<file path="config.mk">
export PLATFORM = sky130hd
export DESIGN_NAME = mul_seq_param
export DESIGN_NICKNAME = d
export VERILOG_FILES = /design/src/rtl/mul_seq_param_pkg.sv /design/src/rtl/mul_seq_param.sv
export SDC_FILE = /design/constraint.sdc
export NUM_CORES = 1
export LEC_CHECK = 0
export ABC_AREA = 1
export ABC_CLOCK_PERIOD_IN_PS = 3300
export CORE_AREA = 2 2 62 123
export DETAILED_ROUTE_END_ITERATION = 10
export DIE_AREA = 0 0 64 125
export PLACE_DENSITY = 0.86
export SLEW_MARGIN = 20
export SYNTH_ARGS = -nofsm -noshare
export SYNTH_HDL_FRONTEND = slang
export SYNTH_SLANG_ARGS = --single-unit
</file>
<file path="constraint.sdc">
create_clock -name clk_i -period 3.3 [get_ports clk_i]
set_input_delay 0.33 -clock clk_i [delete_from_list [all_inputs] [get_ports clk_i]]
set_output_delay 0.33 -clock clk_i [all_outputs]
set_load 0.03 [all_outputs]
</file>
<file path="src/rtl/mul_seq_param_pkg.sv">
// Shared arithmetic package for the multi-cycle datapath units.
// Holds the two-state sequencer encoding used by mul_seq_param and a
// conditional two's-complement negate. Divider/sqrt blocks can reuse the
// negate to take operand magnitudes and restore result signs.
package mul_seq_param_pkg;

  typedef enum logic {
    IDLE = 1'b0,
    WORK = 1'b1
  } state_e;

  localparam int unsigned MAX_WIDTH = 32;

  typedef logic [2*MAX_WIDTH-1:0] wide_t;

  // Returns -v when neg is set, v otherwise. Callers zero-extend narrower
  // values into wide_t and truncate the result back to their own width.
  // Modulo arithmetic makes that truncation exact.
  function automatic wide_t cond_neg(input wide_t v, input logic neg);
    return neg ? (~v + wide_t'(1)) : v;
  endfunction

endpackage

</file>
<file path="src/rtl/mul_seq_param.sv">
// mul_seq_param: sequential shift-add multiplier with WIDTH-bit operands
// and a 2*WIDTH-bit registered product.
// Ports:
//   clk_i     clock, rising edge
//   rst_i     asynchronous active-high reset
//   a_bi      multiplicand
//   b_bi      multiplier
//   signed_i  1 = both operands are two's complement, sampled at start
//   start_i   start request, honoured only while idle
//   busy_o    high while iterating
//   done_o    one-cycle pulse after y_bo has been updated
//   y_bo      product, held until the next completion
// Signed operation multiplies magnitudes and negates the product at the end.
// With EARLY_TERM set, iteration stops once the remaining multiplier bits
// are all zero.
module mul_seq_param
  import mul_seq_param_pkg::*;
#(
  parameter int unsigned WIDTH      = 8,
  parameter bit          EARLY_TERM = 1'b1
) (
  input  logic               clk_i,
  input  logic               rst_i,
  input  logic [WIDTH-1:0]   a_bi,
  input  logic [WIDTH-1:0]   b_bi,
  input  logic               signed_i,
  input  logic               start_i,
  output logic               busy_o,
  output logic               done_o,
  output logic [2*WIDTH-1:0] y_bo
);

  localparam int unsigned PW = 2 * WIDTH;
  localparam int unsigned CW = $clog2(WIDTH);
  localparam logic [CW-1:0] CTR_LAST = CW'(WIDTH - 1);

  state_e           state_q, state_d;
  logic [WIDTH-1:0] a_mag_q, a_mag_d;
  logic [WIDTH-1:0] b_sh_q,  b_sh_d;
  logic             neg_q,   neg_d;
  logic [PW-1:0]    acc_q,   acc_d;
  logic [CW-1:0]    ctr_q,   ctr_d;
  logic [PW-1:0]    y_q,     y_d;
  logic             done_q,  done_d;

  logic             accept;
  logic             last_iter;
  logic [WIDTH-1:0] a_mag_w;
  logic [WIDTH-1:0] b_mag_w;
  logic [PW-1:0]    addend;
  logic [PW-1:0]    acc_n;
  logic [PW-1:0]    y_w;

  // State register: every flop of the unit, cleared asynchronously.
  always_ff @(posedge clk_i or posedge rst_i) begin
    if (rst_i) begin
      state_q <= IDLE;
      a_mag_q <= '0;
      b_sh_q  <= '0;
      neg_q   <= 1'b0;
      acc_q   <= '0;
      ctr_q   <= '0;
      y_q     <= '0;
      done_q  <= 1'b0;
    end else begin
      state_q <= state_d;
      a_mag_q <= a_mag_d;
      b_sh_q  <= b_sh_d;
      neg_q   <= neg_d;
      acc_q   <= acc_d;
      ctr_q   <= ctr_d;
      y_q     <= y_d;
      done_q  <= done_d;
    end
  end

  // Shared datapath: one adder, the shifted multiplicand and the
  // termination test.
  always_comb begin
    accept  = (state_q == IDLE) && start_i;
    // The most-negative operand maps to 2^(WIDTH-1), which still fits unsigned.
    a_mag_w = WIDTH'(cond_neg(wide_t'(a_bi), signed_i & a_bi[WIDTH-1]));
    b_mag_w = WIDTH'(cond_neg(wide_t'(b_bi), signed_i & b_bi[WIDTH-1]));
    addend  = b_sh_q[0] ? (PW'(a_mag_q) << ctr_q) : '0;
    acc_n   = acc_q + addend;
    y_w     = PW'(cond_neg(wide_t'(acc_n), neg_q));
    // b_sh_q >> 1 is the multiplier still to be consumed after this cycle.
    last_iter = (ctr_q == CTR_LAST) ||
                (EARLY_TERM && ((b_sh_q >> 1) == '0));
  end

  // Next-state logic.
  always_comb begin
    state_d = state_q;
    unique case (state_q)
      IDLE:    if (start_i)   state_d = WORK;
      WORK:    if (last_iter) state_d = IDLE;
      default: state_d = IDLE;
    endcase
  end

  // Register inputs and outputs.
  always_comb begin
    a_mag_d = a_mag_q;
    b_sh_d  = b_sh_q;
    neg_d   = neg_q;
    acc_d   = acc_q;
    ctr_d   = ctr_q;
    y_d     = y_q;
    done_d  = 1'b0;

    if (accept) begin
      a_mag_d = a_mag_w;
      b_sh_d  = b_mag_w;
      neg_d   = signed_i & (a_bi[WIDTH-1] ^ b_bi[WIDTH-1]);
      acc_d   = '0;
      ctr_d   = '0;
    end else if (state_q == WORK) begin
      acc_d  = acc_n;
      b_sh_d = b_sh_q >> 1;
      ctr_d  = ctr_q + CW'(1);
      if (last_iter) begin
        y_d    = y_w;
        done_d = 1'b1;
      end
    end

    busy_o = (state_q == WORK);
    done_o = done_q;
    y_bo   = y_q;
  end

endmodule

</file>
==> flow_summary.ini, run 1 <==
[floorplanning]
initial_core_util_pct = 55.9
row_count = 44
dieHeight_um = 125
die_x_um = 64
ios = 38
core_area_sq_um = 7100
die_area_sq_um = 8000

[timing]
tightestPinTransition_ns = 0.668
hold_viol_final = 0
rsz0062_at_grt = false
finalSetupViolations = 0
maxSlewHeadroom_pct = 55.4
post-route-period-util_pct = 91.8
max_freq_mhz = 330
setup_tns_ns = 0
skew_ns = 0.00986
holdWs_ns = 0.447
slew_viol_final = 0
layout_min_cycle_time_ns = 3.03

[route]
viasPerCell = 5.41
dr.pass1.iters = 5
drt_first_iter_violations = 253
wirelength_um = 9550
routedWlPerCell_um = 13.6
ant_nets = 0
vias = 3795
drc = 0

[power_and_ir_drop]
ir_drop_uv = 650
powerDensity_nw_per_um2 = 982
p_leak_uw = 0.00235

[worst_setup_path]
cp.required_ns = 3.54
cp_top_family = simple AND/OR/NAND/NOR gates
critPathLaunchType = flop
r2r_setup_slack_ns = 0.27
cp-end-kind = flop
slowest_stage = dfrtp_2
crit_buf_inv = 1
cp-startpoint = ctr_q[0]
critical_path_class = flop to flop
r2r_start = ctr_q[0]
cpPeakStageDelay_ns = 0.51
crit_chain = nor2_1, nand2_1, nor2_1, ha_2, fa_1, inv_1, ha_1, a21boi_1, nand3_1, nor2_2, nand3_2, nor2_2, nand2_2, nand2_4, nand2_1, nand3_1, nand3_1, nand2_1
critPathMaxFanout = 16
cp_data_arrival_time_ns = 3.27

[logic_synthesis]
syn_nets = 612
syn_area_sq_um = 3970
ys_ff_latch = 54
yosys_warnings = 0
avgSynthCellArea_sq_um = 6.96
synth.distinct_cells = 37
synth-seq-area-share_pct = 34.0
synthCells = 571

[worst_hold_path]
hold_path_class = input pin to async pin

[placed_design]
dpl.hpwl_um = 7470
io_buffers = 37
place_congestion = 0.992
dpl.cell_count = 694
dpl_cell_area_sq_um = 4440

[final_layout]
fillerInstances = 626
layout_commonest_cell = nand2_1
fin_area_sq_um = 4620
drive_above_1_share_pct = 9.84
finalNetCount = 650
area_growth_pct = 16.3
final-seq-area_sq_um = 1350
mostFrequentLayoutCells = nand2_1, inv_1, o21ai_0
layoutNonFillerInstCount = 702
multi_input_area_sq_um = 2280
antenna_cells = 0

[job]
drv_cap = 0

[clock_tree]
cts.htree.levels = 2
cts_tree = yes
cts_root_buf = clkbuf_16
path_clk_slew_ns = 0.08
ctsResizeCount = 0
worst_skew_pair.late_latency_ns = 0.30
cts_setup_buffers = 0
clockBufferDepth = 2
cts_hold_buffers = 0
cts.sinks = 54
numCtsBuffers = 5

[global_routing]
grt_pass1_wl_um = 16500
grt-ovfl-total = 0
grt_usage_pct = 25.7
grt_max_degree = 33
antenna_found_initial = 0
grt_pass1_vias = 3684

[status]
status = finished, final reports clean
Yosys cell counts (all sizes together):
cell / count / area share, %
nor3: 4 / 0.50
mux2i: 1 / 0.25
xor2: 11 / 2.4
nand3: 42 / 6.0
a21oi: 13 / 1.6
a31oi: 3 / 0.47
a41oi: 1 / 0.22
and2: 2 / 0.32
o22ai: 8 / 1.3
o21ai: 56 / 7.1
or2: 2 / 0.32
nor2: 38 / 3.9
a21boi: 1 / 0.19
o211ai: 1 / 0.19
nand3b: 4 / 0.76
nand2: 202 / 21
nor4: 2 / 0.32
inv: 71 / 6.7
fa: 1 / 0.50
clkinv: 3 / 0.28
nand4: 5 / 0.79
clkbuf: 10 / 0.95
a22oi: 5 / 0.95
o221ai: 2 / 0.44
buf: 3 / 0.76
xnor2: 2 / 0.44
a22o: 2 / 0.44
dfrtp: 54 / 34
ha: 20 / 6.3
o21bai: 1 / 0.19
a32o: 1 / 0.25
state kept, by name, summed over array words and instances, names as in the netlist:
register	flops
neg_q	1
busy_o	1
ctr_q	3
done_o	1
b_sh_q	8
y_bo	16
a_mag_q	8
acc_q	16
worst paths after layout:
path,end,cells after the start
min,b_sh_q[7],2
max in group asynchronous,y_bo[5],3
max,y_bo[12],18
min in group clk_i,y_bo[10],2
max reg2reg,y_bo[12],18
min reg2reg,y_bo[10],2
report_power, final:
group / leakage (uW) / total, uW / switching (uW) / internal, uW
Combinational: 0.00157 / 2750 / 1770 / 972
Sequential: 0.000692 / 1180 / 233 / 944
Clock: 0.0000819 / 614 / 251 / 364
cells by family (layout without fill, tap and decap cells):
| kind of cell | Yosys count | in the layout | synth area share, % |
|---|---|---|---|
| AOI/OAI and AO/OA | 94 | 94 | 13.3 |
| xor gates and xnor gates | 13 | 13 | 2.87 |
| adders and majority gates | 21 | 21 | 6.81 |
| buffers and inverters | 87 | 126 | 8.70 |
| DFF | 54 | 54 | 34.0 |
| muxes | 1 | 1 | 0.252 |
| and+or+nand+nor | 301 | 301 | 34.1 |
routing by layer:
| layer | wire length (um) | vias to the layer above | GRT usage [%] |
|---|---|---|---|
| met1 | 3890 | 1744 | 30.7 |
| met2 | 4990 | 91 | 45.2 |
| li1 | - | 1935 | - |
| met3 | 310 | 25 | 2.97 |
| met4 | 357 | 0 | 11.4 |
| met5 | 0 | - | 0 |
area by class of cell:
class	instances	share of cell area (%)
clock inverter	3	1.06
timing repair buffer	44	9.15
sequential	54	29.3
multi-input combinational	430	49.3
inverter	74	6.01
tap	92	2.49
clock buffer	5	2.71
through the flow:
stage	power [uW]	setup WS, ns	utilization, %
finish	4540	0.271	65.0
global route	4950	0.00815	65.0
CTS	4550	0.156	65.0
detailed placement	3900	0.168	62.5
global placement	3830	0.222	62.5
floorplan	3170	0.433	-
Power figures use the tool's default switching activity.
==> run 2, diff against run 1 <==
--- a/config.mk
+++ b/config.mk
@@ -6,12 +6,11 @@
 export NUM_CORES = 1
 export LEC_CHECK = 0
 export ABC_AREA = 1
-export ABC_CLOCK_PERIOD_IN_PS = 3300
-export CORE_AREA = 2 2 62 123
+export ABC_CLOCK_PERIOD_IN_PS = 2600
+export CORE_AREA = 2 2 65 128
 export DETAILED_ROUTE_END_ITERATION = 10
-export DIE_AREA = 0 0 64 125
-export PLACE_DENSITY = 0.86
-export SLEW_MARGIN = 20
+export DIE_AREA = 0 0 67 130
+export PLACE_DENSITY = 0.83
 export SYNTH_ARGS = -nofsm -noshare
 export SYNTH_HDL_FRONTEND = slang
 export SYNTH_SLANG_ARGS = --single-unit
==> constraint.sdc (replaced) <==
create_clock -name clk_i -period 2.6 [get_ports clk_i]
set_input_delay 0.26 -clock clk_i [delete_from_list [all_inputs] [get_ports clk_i]]
set_output_delay 0.26 -clock clk_i [all_outputs]
set_load 0.03 [all_outputs]
==> flow_summary.ini, run 2 (synthesis results as in run 1) <==
[status]
status = finished with violations
violations = negative setup slack

[worst_setup_path]
cp-end-kind = flop
critPathMaxFanout = 6
critPathLaunchType = flop
critical_path_class = flop to flop
r2r_setup_slack_ns = -0.45
cp_data_arrival_time_ns = 3.24
cp.required_ns = 2.80

[route]
ant_nets = 0
viasPerCell = 5.92
vias = 4716
wirelength_um = 15100
drt_first_iter_violations = 473
dr.pass1.iters = 6
routedWlPerCell_um = 19.0
drc = 0

[placed_design]
io_buffers = 37
place_congestion = 0.883
dpl.hpwl_um = 8180
dpl_cell_area_sq_um = 4940

[power_and_ir_drop]
p_leak_uw = 0.00291
power.total_uw = 8580
powerDensity_nw_per_um2 = 1450
ir_drop_uv = 865

[floorplanning]
initial_core_util_pct = 50.7
dieHeight_um = 130
ios = 38
core_area_sq_um = 7830
die_area_sq_um = 8710
die_x_um = 67
row_count = 46

[clock_tree]
cts_tree = yes
worst_skew_pair.late_latency_ns = 0.31
cts_hold_buffers = 0
cts_root_buf = clkbuf_16
numCtsBuffers = 5
clockBufferDepth = 2
path_clk_slew_ns = 0.07
cts.sinks = 54
cts.htree.levels = 2

[job]
drv_cap = 0

[final_layout]
finalNetCount = 742
antenna_cells = 0
fillerInstances = 498
layout_commonest_cell = nand2_1
area_growth_pct = 48.7
fin_area_sq_um = 5910
mostFrequentLayoutCells = nand2_1, buf_4, nand2_2
fin_util_pct = 75.4
drive_above_1_share_pct = 38.8

[timing]
tightestPinTransition_ns = 0.777
skew_ns = 0.00801
fin_ws_ns = -0.445
layout_min_cycle_time_ns = 3.05
setup_tns_ns = -4.88
hold_viol_final = 0
slew_viol_final = 0
maxSlewHeadroom_pct = 48.2
max_freq_mhz = 328
finalSetupViolations = 20
post-route-period-util_pct = 117
rsz0062_at_grt = true

[global_routing]
grt-ovfl-total = 0
grt_usage_pct = 28.9
antenna_found_initial = 0
grt_pass1_wl_um = 19500
grt_pass1_vias = 4388
grt_max_degree = 55

[worst_hold_path]
hold_path_class = input pin to async pin
## run 2: cell types whose count changed in the layout (fill, tap and decap cells not counted), sizes merged
cell / previous run / this run
buf: 7 / 99
bufinv: 1 / 0
clkinv: 3 / 5
clkinvlp: 1 / 0
inv: 72 / 71
## run 2: power by group
part,leakage (uW),internal [uW],switching (uW)
Clock,0.0000694,350,326
Combinational,0.00215,2770,3600
Sequential,0.000692,1200,322
Total,0.00291,4320,4250
## run 2: area by class of cell
cell class	instances	area, sq um	area share [%]
Inverter	74	282	4.77
Clock inverter	2	10.0	0.169
Multi-Input combinational cell	430	2830	48.0
Sequential cell	54	1350	22.9
Timing Repair Buffer	136	1180	20.0
Tap cell	96	120	2.03
Clock buffer	5	125	2.12
## run 2: worst paths after layout
check	depth (start not counted)	startpoint	to
max	17	ctr_q[0]	y_bo[11]
min	3	rst_i	done_o
max reg2reg	17	ctr_q[0]	y_bo[11]
min reg2reg	2	y_bo[11]	y_bo[11]
max in group asynchronous	3	rst_i	b_sh_q[0]
min in group clk_i	2	y_bo[11]	y_bo[11]
## run 2: metal layers
layer / vias up / part of all wire (%) / global-route usage [%]
li1: 2112 / - / -
met4: 0 / 7.2 / 17.2
met2: 300 / 53 / 51.8
met5: - / 0 / 0
met1: 2200 / 33 / 31.0
met3: 104 / 6.8 / 4.22
## run 2: worst max-delay path, stage by stage (launching register included)
cell and delay (ns):
dfrtp_2 0.47, buf_6 0.16, nand2_1 0.07, o21ai_2 0.08
o21ai_2 0.17, o22ai_1 0.12, ha_1 0.41, nand2_2 0.12
nor2_2 0.25, nand3_2 0.14, nand4_1 0.18, nand2_4 0.10
nor2_2 0.18, nand2_2 0.11, nand2_4 0.11, nand2_1 0.09
nand3_1 0.11, nand2_1 0.06
## run 2: through the flow
step / hold WS (ns) / setup slack, ns / std cells
final: 0.316 / -0.445 / 797
after global placement: 0.465 / -0.268 / 760
after detailed placement: 0.470 / -0.382 / 760
after global routing: 0.359 / -0.594 / 797
after CTS: 0.345 / -0.148 / 779
after floorplan: 0.407 / -0.0936 / 571
## run 2: timing repair
action	4_1_cts	5_1_grt
pin swaps	39	53
setup endpoints to repair	19	22
hold endpoints to repair	0	0
resized for setup	68	117
buffers inserted	12	18
